<file path="config.mk">
export PLATFORM = sky130hd
export DESIGN_NAME = pipe_hazard_ctrl_flat
export DESIGN_NICKNAME = d
export VERILOG_FILES = /design/src/rtl/pipe_pkg.sv /design/src/rtl/pipe_hazard_ctrl_if.sv /design/src/rtl/hazard_detect.sv /design/src/rtl/pipe_hazard_ctrl.sv /design/src/flat_wrapper.sv
export SDC_FILE = /design/constraint.sdc
export NUM_CORES = 1
export LEC_CHECK = 0
export CAP_MARGIN = 20
export CORE_MARGIN = 2
export CORE_UTILIZATION = 63
export DETAILED_ROUTE_END_ITERATION = 16
export DONT_BUFFER_PORTS = 1
export GPL_TIMING_DRIVEN = 0
export PLACE_DENSITY_LB_ADDON = 0.3
export SLEW_MARGIN = 0
export SYNTH_ARGS = -nofsm -noshare
export SYNTH_HDL_FRONTEND = slang
export SYNTH_SLANG_ARGS = --single-unit
export TNS_END_PERCENT = 50
</file>
<file path="constraint.sdc">
create_clock -name clk -period 2.55 [get_ports clk]
set_input_delay 0 -clock clk [delete_from_list [all_inputs] [get_ports clk]]
set_output_delay 0 -clock clk [all_outputs]
set_load 0.02 [all_outputs]
</file>
<file path="src/rtl/pipe_pkg.sv">
// rtl/pipe_pkg.sv - shared types and constants for the pipeline hazard controller
package pipe_pkg;
    typedef enum logic [1:0] {
        ST_RUN      = 2'd0,
        ST_MEM_WAIT = 2'd1,
        ST_HALT     = 2'd2
    } state_t;

    localparam int REGFILE_ADDR_WIDTH_DEF = 5;
    localparam int ZERO_REG               = 0;
    // Wide enough for the largest legal MEM_TIMEOUT (255).
    localparam int WAIT_CNT_WIDTH         = 8;
endpackage

</file>
<file path="src/rtl/pipe_hazard_ctrl_if.sv">
// rtl/pipe_hazard_ctrl_if.sv - datapath-side hazard inputs and stage-control outputs
interface pipe_hazard_ctrl_if
    import pipe_pkg::*;
#(
    parameter int REGFILE_ADDR_WIDTH = REGFILE_ADDR_WIDTH_DEF,
    parameter int CNT_WIDTH          = 32
);
    logic [REGFILE_ADDR_WIDTH-1:0] id_rs_addr;
    logic [REGFILE_ADDR_WIDTH-1:0] id_rt_addr;
    logic [REGFILE_ADDR_WIDTH-1:0] ex_wr_addr;
    logic                          id_rs_used;
    logic                          id_rt_used;
    logic                          ex_is_load;
    logic                          branch_taken;
    logic                          mem_req;
    logic                          mem_ack;
    logic                          pc_en;
    logic                          if_id_en;
    logic                          id_ex_en;
    logic                          ex_mem_en;
    logic                          mem_wb_en;
    logic                          if_id_flush;
    logic                          id_ex_flush;
    logic                          mem_err;
    logic [CNT_WIDTH-1:0]          stall_cycles;

    modport master (
        output id_rs_addr, id_rt_addr, ex_wr_addr, id_rs_used, id_rt_used,
               ex_is_load, branch_taken, mem_req, mem_ack,
        input  pc_en, if_id_en, id_ex_en, ex_mem_en, mem_wb_en,
               if_id_flush, id_ex_flush, mem_err, stall_cycles
    );

    modport slave (
        input  id_rs_addr, id_rt_addr, ex_wr_addr, id_rs_used, id_rt_used,
               ex_is_load, branch_taken, mem_req, mem_ack,
        output pc_en, if_id_en, id_ex_en, ex_mem_en, mem_wb_en,
               if_id_flush, id_ex_flush, mem_err, stall_cycles
    );
endinterface

</file>
<file path="src/rtl/hazard_detect.sv">
// rtl/hazard_detect.sv - combinational load-use comparator between ID sources and EX load destination
module hazard_detect
    import pipe_pkg::*;
#(
    parameter int ADDR_W = REGFILE_ADDR_WIDTH_DEF
) (
    input  logic [ADDR_W-1:0] i_rs_addr,
    input  logic [ADDR_W-1:0] i_rt_addr,
    input  logic              i_rs_used,
    input  logic              i_rt_used,
    input  logic [ADDR_W-1:0] i_ex_wr_addr,
    input  logic              i_ex_is_load,
    output logic              o_load_use
);
    logic w_rs_hit;
    logic w_rt_hit;

    assign w_rs_hit = i_rs_used && (i_rs_addr == i_ex_wr_addr);
    assign w_rt_hit = i_rt_used && (i_rt_addr == i_ex_wr_addr);
    // Writes to the zero register are discarded, so they never create a dependency.
    assign o_load_use = i_ex_is_load && (i_ex_wr_addr != ADDR_W'(ZERO_REG)) && (w_rs_hit || w_rt_hit);
endmodule

</file>
<file path="src/rtl/pipe_hazard_ctrl.sv">
// rtl/pipe_hazard_ctrl.sv - stall/flush controller for the five-stage pipeline
module pipe_hazard_ctrl
    import pipe_pkg::*;
#(
    parameter int REGFILE_ADDR_WIDTH = REGFILE_ADDR_WIDTH_DEF,
    parameter int MEM_TIMEOUT        = 16,
    parameter int CNT_WIDTH          = 32
) (
    input  logic              clk,
    input  logic              reset_n,
    pipe_hazard_ctrl_if.slave bus
);
    state_t                    r_state;
    state_t                    w_next_state;
    logic [WAIT_CNT_WIDTH-1:0] r_wait_cnt;
    logic [WAIT_CNT_WIDTH-1:0] w_next_wait_cnt;
    logic                      r_mem_err;
    logic                      w_set_err;
    logic [CNT_WIDTH-1:0]      r_stall_cycles;
    logic                      w_load_use;
    logic                      w_mem_stall;
    logic                      w_pc_en;
    logic                      w_if_id_en;
    logic                      w_id_ex_en;
    logic                      w_ex_mem_en;
    logic                      w_mem_wb_en;
    logic                      w_if_id_flush;
    logic                      w_id_ex_flush;

    hazard_detect #(.ADDR_W(REGFILE_ADDR_WIDTH)) u_hazard_detect (
        .i_rs_addr    (bus.id_rs_addr),
        .i_rt_addr    (bus.id_rt_addr),
        .i_rs_used    (bus.id_rs_used),
        .i_rt_used    (bus.id_rt_used),
        .i_ex_wr_addr (bus.ex_wr_addr),
        .i_ex_is_load (bus.ex_is_load),
        .o_load_use   (w_load_use)
    );

    always_ff @(posedge clk or negedge reset_n) begin
        if (!reset_n) begin
            r_state        <= ST_RUN;
            r_wait_cnt     <= '0;
            r_mem_err      <= 1'b0;
            r_stall_cycles <= '0;
        end else begin
            r_state    <= w_next_state;
            r_wait_cnt <= w_next_wait_cnt;
            if (w_set_err) begin
                r_mem_err <= 1'b1;
            end
            if (!w_pc_en && (r_stall_cycles != '1)) begin
                r_stall_cycles <= r_stall_cycles + CNT_WIDTH'(1);
            end
        end
    end

    always_comb begin
        w_next_state    = r_state;
        w_next_wait_cnt = r_wait_cnt;
        w_set_err       = 1'b0;
        w_mem_stall     = 1'b0;
        case (r_state)
            ST_RUN: begin
                if (bus.mem_req && !bus.mem_ack) begin
                    w_mem_stall     = 1'b1;
                    w_next_state    = ST_MEM_WAIT;
                    w_next_wait_cnt = WAIT_CNT_WIDTH'(1);
                end
            end
            ST_MEM_WAIT: begin
                if (bus.mem_ack) begin
                    w_next_state    = ST_RUN;
                    w_next_wait_cnt = '0;
                end else begin
                    w_mem_stall = 1'b1;
                    if (r_wait_cnt == WAIT_CNT_WIDTH'(MEM_TIMEOUT - 1)) begin
                        w_next_state = ST_HALT;
                        w_set_err    = 1'b1;
                    end else begin
                        w_next_wait_cnt = r_wait_cnt + WAIT_CNT_WIDTH'(1);
                    end
                end
            end
            ST_HALT: begin
                w_next_state = ST_HALT;
            end
            default: begin
                w_next_state = ST_RUN;
            end
        endcase

        w_pc_en       = 1'b1;
        w_if_id_en    = 1'b1;
        w_id_ex_en    = 1'b1;
        w_ex_mem_en   = 1'b1;
        w_mem_wb_en   = 1'b1;
        w_if_id_flush = 1'b0;
        w_id_ex_flush = 1'b0;
        // Reset holds every stage register in its bubble state.
        if (!reset_n) begin
            {w_pc_en, w_if_id_en, w_id_ex_en, w_ex_mem_en, w_mem_wb_en} = '0;
            w_if_id_flush = 1'b1;
            w_id_ex_flush = 1'b1;
        end else if ((r_state == ST_HALT) || w_mem_stall) begin
            {w_pc_en, w_if_id_en, w_id_ex_en, w_ex_mem_en, w_mem_wb_en} = '0;
        end else if (bus.branch_taken) begin
            w_if_id_flush = 1'b1;
            w_id_ex_flush = 1'b1;
        end else if (w_load_use) begin
            w_pc_en       = 1'b0;
            w_if_id_en    = 1'b0;
            w_id_ex_flush = 1'b1;
        end
    end

    assign bus.pc_en        = w_pc_en;
    assign bus.if_id_en     = w_if_id_en;
    assign bus.id_ex_en     = w_id_ex_en;
    assign bus.ex_mem_en    = w_ex_mem_en;
    assign bus.mem_wb_en    = w_mem_wb_en;
    assign bus.if_id_flush  = w_if_id_flush;
    assign bus.id_ex_flush  = w_id_ex_flush;
    assign bus.mem_err      = r_mem_err;
    assign bus.stall_cycles = r_stall_cycles;
endmodule

</file>
<file path="src/flat_wrapper.sv">
// flat-port wrapper written by rule: the top's interface ports become plain ports
module pipe_hazard_ctrl_flat import pipe_pkg::*;
#(
    parameter int REGFILE_ADDR_WIDTH = REGFILE_ADDR_WIDTH_DEF,
    parameter int MEM_TIMEOUT        = 16,
    parameter int CNT_WIDTH          = 32
)
  (clk, reset_n, bus_id_rs_addr, bus_id_rt_addr, bus_ex_wr_addr, bus_id_rs_used, bus_id_rt_used, bus_ex_is_load, bus_branch_taken, bus_mem_req, bus_mem_ack, bus_pc_en, bus_if_id_en, bus_id_ex_en, bus_ex_mem_en, bus_mem_wb_en, bus_if_id_flush, bus_id_ex_flush, bus_mem_err, bus_stall_cycles);
  pipe_hazard_ctrl_if #(.REGFILE_ADDR_WIDTH(REGFILE_ADDR_WIDTH), .CNT_WIDTH(CNT_WIDTH)) bus_i ();
  input  logic clk;
  input  logic reset_n;
  input wire logic [$bits(bus_i.id_rs_addr)-1:0] bus_id_rs_addr;
  input wire logic [$bits(bus_i.id_rt_addr)-1:0] bus_id_rt_addr;
  input wire logic [$bits(bus_i.ex_wr_addr)-1:0] bus_ex_wr_addr;
  input wire logic [$bits(bus_i.id_rs_used)-1:0] bus_id_rs_used;
  input wire logic [$bits(bus_i.id_rt_used)-1:0] bus_id_rt_used;
  input wire logic [$bits(bus_i.ex_is_load)-1:0] bus_ex_is_load;
  input wire logic [$bits(bus_i.branch_taken)-1:0] bus_branch_taken;
  input wire logic [$bits(bus_i.mem_req)-1:0] bus_mem_req;
  input wire logic [$bits(bus_i.mem_ack)-1:0] bus_mem_ack;
  output wire logic [$bits(bus_i.pc_en)-1:0] bus_pc_en;
  output wire logic [$bits(bus_i.if_id_en)-1:0] bus_if_id_en;
  output wire logic [$bits(bus_i.id_ex_en)-1:0] bus_id_ex_en;
  output wire logic [$bits(bus_i.ex_mem_en)-1:0] bus_ex_mem_en;
  output wire logic [$bits(bus_i.mem_wb_en)-1:0] bus_mem_wb_en;
  output wire logic [$bits(bus_i.if_id_flush)-1:0] bus_if_id_flush;
  output wire logic [$bits(bus_i.id_ex_flush)-1:0] bus_id_ex_flush;
  output wire logic [$bits(bus_i.mem_err)-1:0] bus_mem_err;
  output wire logic [$bits(bus_i.stall_cycles)-1:0] bus_stall_cycles;
  assign bus_i.id_rs_addr = bus_id_rs_addr;
  assign bus_i.id_rt_addr = bus_id_rt_addr;
  assign bus_i.ex_wr_addr = bus_ex_wr_addr;
  assign bus_i.id_rs_used = bus_id_rs_used;
  assign bus_i.id_rt_used = bus_id_rt_used;
  assign bus_i.ex_is_load = bus_ex_is_load;
  assign bus_i.branch_taken = bus_branch_taken;
  assign bus_i.mem_req = bus_mem_req;
  assign bus_i.mem_ack = bus_mem_ack;
  assign bus_pc_en = bus_i.pc_en;
  assign bus_if_id_en = bus_i.if_id_en;
  assign bus_id_ex_en = bus_i.id_ex_en;
  assign bus_ex_mem_en = bus_i.ex_mem_en;
  assign bus_mem_wb_en = bus_i.mem_wb_en;
  assign bus_if_id_flush = bus_i.if_id_flush;
  assign bus_id_ex_flush = bus_i.id_ex_flush;
  assign bus_mem_err = bus_i.mem_err;
  assign bus_stall_cycles = bus_i.stall_cycles;
  pipe_hazard_ctrl #(.REGFILE_ADDR_WIDTH(REGFILE_ADDR_WIDTH), .MEM_TIMEOUT(MEM_TIMEOUT), .CNT_WIDTH(CNT_WIDTH)) u_core (.clk(clk), .reset_n(reset_n), .bus(bus_i));
endmodule
</file>
Word level (Yosys, flattened, before mapping) --
Cells that the tools add are included.
Operators by class: reductions and logical operators 15, mux-type cells 27, equal/unequal tests 9, add/subtract/negate cells 2
Operator list (count):
- $add A32 B1 Y32 const B | 1
- $ne A32 B32 Y1 const B | 1
- $mux W8 | 3
- $mux W1 | 18
- $pmux W8 S2 | 1
- $eq A5 B5 Y1 | 2
- $add A8 B1 Y8 const B | 1
- $eq A8 B4 Y1 const B | 1
- $logic_and A1 B1 Y1 | 6
- $mux W2 | 3
- $pmux W2 S3 | 1
- $reduce_bool A5 Y1 | 1
- $ne A3 B2 Y1 const B | 1
- $ne A3 B3 Y1 const B | 1
- $reduce_and A3 Y1 | 1
- $eq A2 B1 Y1 const B | 1
- $eq A2 B2 Y1 const B | 1
- $logic_not A1 Y1 | 2
- $logic_not A2 Y1 | 1
- $logic_or A1 B1 Y1 | 2
- $ne A2 B1 Y1 const B | 1
- $pmux W1 S2 | 1
- $reduce_and A2 Y1 | 1
- $reduce_bool A2 Y1 | 1
Storage, ports and cells: flip-flop bits (word level) 43, output and inout port bits 40, logic and storage cells 57, input bits 23

Longest topological paths before layout --
depth in word-level cells 10, gate-level depth with buffers 9, mapped depth without buffers 8

Cells and area by module --
A second synthesis with hierarchy kept.
Unflattened totals: cell total of the unflattened synthesis 252, area total of the unflattened synthesis 2426.1 um2
Modules (own cells, without submodules):
- pipe_hazard_ctrl | seq. area each 1076.0 um2, area an instance 2292.2 um2, cells each 235, instances 1
- hazard_detect | seq. area each 0.0 um2, area an instance 133.9 um2, cells each 17, instances 1

Worst setup path after synthesis --
Ideal clock, no wire load.
path kind reg-to-reg, from register u_core.r_stall_cycles[6] (netlist: u_core.bus.stall_cycles[6]), to register u_core.r_stall_cycles[1] (netlist: u_core.bus.stall_cycles[1]), setup time 0.125 ns, data required time 2.425 ns, cell stages (with the launch flop) 7, slack 0.364 ns, path buffers 1, clock period less this slack 2.186 ns, data arrival time 2.061 ns, cell sequence dfrtp_1 > nand4_2 > nor4_4 > or3b_1 > o211ai_2 > buf_6 > mux2_4
On the way: word-level cells in the longest chain between the ends 2
Ends and longest elaborated chain:
- from (decl) | line pipe_hazard_ctrl.sv:19 | logic [CNT_WIDTH-1:0] r_stall_cycles;
- from (signal assigned) | line pipe_hazard_ctrl.sv:53 | r_stall_cycles <= r_stall_cycles + CNT_WIDTH'(1);
- $ne A32 B32 Y1 | line pipe_hazard_ctrl.sv:52 | if (!w_pc_en && (r_stall_cycles != '1)) begin
- $logic_and A1 B1 Y1 | line pipe_hazard_ctrl.sv:52
No other way between the ends. A chain may end at the register's enable or synchronous reset.

Worst setup path in the final report --
from register u_core.r_stall_cycles[9] (netlist: u_core.bus.stall_cycles[9]), to register u_core.r_stall_cycles[1] (netlist: u_core.bus.stall_cycles[1])
The elaborated chain is that of the path after synthesis.

==> metrics.txt <==
Reg2Reg Depth=6; worst reg2reg startpoint=u_core.bus.stall_cycles[9]; CTS Buffer Depth=2; fin. max-slew vios=0; synth unique cells=39; #FFs+latches synth=43; uppermost routed layer=met4; Hold WC Path Type=primary input to register; GRT overflow=0; Area contributors post-synth=dfrtp_1 47%, xor2_1 10%, xnor2_1 7.3%; Setup-failing EPs final=0; Peak VDD IR=0.0003005 V; Starting Density=67.14%; die width=64.34 um; largest net degree at the start of global routing=44; most frequent cells in the layout=37 x dfrtp_1, 29 x nor2_1, 27 x xor2_1; Synth Area in XOR/XNOR=17.57%; Post-Synth Simple-Gate Area=24.50%; fmax=411.1 MHz; CTS tree=built; final period utilization=95.39%; start point of the critical path=u_core.bus.stall_cycles[9]; DR vias=1672; post-synthesis instance total=234; Fillers=273; flop2flop setup slack=0.12 ns; ant diodes=0; htree depth=2; Clock Skew=0.01866 ns; final setup TNS=0 ns; fin cells=293; Storage cell area=1084 um2; num rows=21; WL met2=2099 um; P per Cell Area=600.3 nW/um2; Cells after DPL=280; GPL Wtd Cong=0.7491; Max FO, Critical Path=10; WL final=4369 um; adder-cell area share of the yosys netlist=1.091%; post-synthesis mux area share=1.582%; Syn Nets=259; die height=64.34 um; DR pass1 iterations=4; Crit path depth=6; Mapped Area=2293 um2; commonest non-fill, non-tap cell in the layout=dfrtp_1; critical path arrival=2.69 ns; reg2reg end=u_core.bus.stall_cycles[1]; Routed met1 length=1971 um; worst path bufs/invs=1; Sinks on Clock Net=43; vias in the first global route=1696; Post-route DRC=0; Avg WL per Cell=14.91 um; Setup crit end kind=register; kind of critical path=register to register; endpoints failing hold=0; critical path's slowest cell=dfrtp_1; multi-input logic area=1126 um2; Cell Chain, Critical Path=nand4_2 > nor4_4 > or3b_1 > o211ai_2 > buf_6 > mux2_4; critical path's top delay family=simple AND/OR/NAND/NOR gates; total global-route track usage=23.99%; final antenna-violating net count=0; die footprint=4139 um2; vias per inst=5.706; Leak=1.177 nW; Period minus WS final=2.432 ns; Tightest Pin Transition=0.7187 ns; worst setup path endpoint=u_core.bus.stall_cycles[1]; layout cells sized above 1=11.74%; share of the yosys chip area belonging to registers=46.92%; initial antenna violation count=0; slowest cell delay on critical path=0.54 ns; I/O pins=63; top cell type's share of synthesized area=46.92%; PortBufs=0; async set-reset flop share out of synthesis=100.0%; Worst-path clk slew=0.13 ns; initial drt markers=66; layout net count=271; Avg Inst Size Synth=9.801 um2; Yosys Warn Count=0; main combinational cell family by area after synthesis=simple AND/OR/NAND/NOR gates; Max Cap Viol=0; Synth-to-Final Area Change=7.692%; Synth Area in Compound Gates=4.364%; EDFF count, synth=0; PnR worst setup slack=0.1176 ns; cell taking the most area after synthesis=dfrtp_1; Max-slew headroom=51.58%; Critical Path Start Type=register; met3 wire length=220 um; Top FF cell, synth=dfrtp_1; hpwl dp=3122 um; Place WS=0.08051 ns; Worst-Skew Late Latency=0.37 ns; Num CTS Buffers=5; first-pass GRT wire length=7652 um; core area=3416 um2; clock root cell=clkbuf_4; outcome=finished, final reports clean; CP required=2.80 ns
-- worst min-delay path by stage --
stage / startpoint / end / slack [ns] / cells after the start
finish: bus_mem_ack / u_core.r_wait_cnt[4] / 0.03 / 3
detailed placement: reset_n / u_core.bus.stall_cycles[4] / -0.29 / 0
CTS: bus_mem_ack / u_core.r_wait_cnt[4] / 0.03 / 3
global route: bus_mem_ack / u_core.r_wait_cnt[4] / 0.07 / 3
floorplan: reset_n / u_core.bus.mem_err / -0.30 / 0
global placement: reset_n / u_core.r_wait_cnt[0] / -0.29 / 0
-- layout make-up --
| type | count | share of cell area [%] |
|---|---|---|
| inverter | 8 | 1.216 |
| buffer | 7 | 2.482 |
| tap | 46 | 2.330 |
| timing repair buffer | 5 | 2.330 |
| clock buffer | 6 | 1.672 |
| multi-input combinational | 176 | 45.59 |
| sequential | 43 | 43.87 |
| clock inverter | 2 | 0.5066 |
-- through the flow --
| step | cell area (um2) | power (mW) | hold slack [ns] | util [%] |
|---|---|---|---|---|
| 2_1_floorplan | 2293 | 1.084 | -0.2956 | - |
| 3_3_place_gp | 2351 | 1.128 | -0.2942 | 68.83 |
| 3_5_place_dp | 2351 | 1.145 | -0.2944 | 68.83 |
| 4_1_cts | 2455 | 1.488 | 0.02709 | 71.87 |
| 5_1_grt | 2470 | 1.561 | 0.07210 | 72.31 |
| 6_report | 2470 | 1.483 | 0.02933 | 72.31 |
-- state kept, by name (all words and copies together), names as in the netlist --
name	count
u_core.r_wait_cnt	8
u_core.bus.mem_err	1
u_core.r_state	2
u_core.bus.stall_cycles	32
-- Yosys cell counts, types with 2 or more instances --
| master | instances |
|---|---|
| dfrtp_1 | 43 |
| nor2_1 | 29 |
| xor2_1 | 27 |
| nand2_1 | 19 |
| xnor2_1 | 19 |
| nand3_1 | 16 |
| nor3_1 | 14 |
| inv_1 | 8 |
| nand4_1 | 8 |
| o21ai_0 | 7 |
| and3_1 | 4 |
| and2_1 | 3 |
| buf_4 | 3 |
| buf_6 | 3 |
| nor4_1 | 3 |
| a21oi_1 | 2 |
| ha_1 | 2 |
| nand2b_1 | 2 |
| o211ai_1 | 2 |
-- tightest hold or removal path, cell delays in order --
cell and delay [ns]:
mux2i_1 0.12, nor2_1 0.13, nor2_1 0.12
-- routing by layer --
layer,GRT usage [%],up-vias
li1,-,813
met1,29.94,817
met2,39.19,35
met3,6.866,7
met4,9.840,0
met5,0,-
-- cells by family after synthesis --
group	Yosys count
multiplexers	3
buffers and inverters	15
AND/OR/NAND/NOR	109
AO/OA/AOI/OAI	16
XOR/XNOR	46
flip-flops	43
adder cells (fa/ha/maj)	2
-- power breakdown --
| part | total [mW] | internal (mW) | switching, mW |
|---|---|---|---|
| registers | 0.913 | 0.750 | 0.162 |
| logic | 0.243 | 0.114 | 0.130 |
| clock network | 0.326 | 0.106 | 0.220 |
-- timing repair --
action / CTS / global route
resized for setup: 0 / 6
endpoints found under the hold margin: 48 / 0
buffers inserted: 0 / 1
hold buffers: 4 / 0
endpoints found under the setup margin: 0 / 12
No activity file was read; power rests on OpenSTA's default activity.
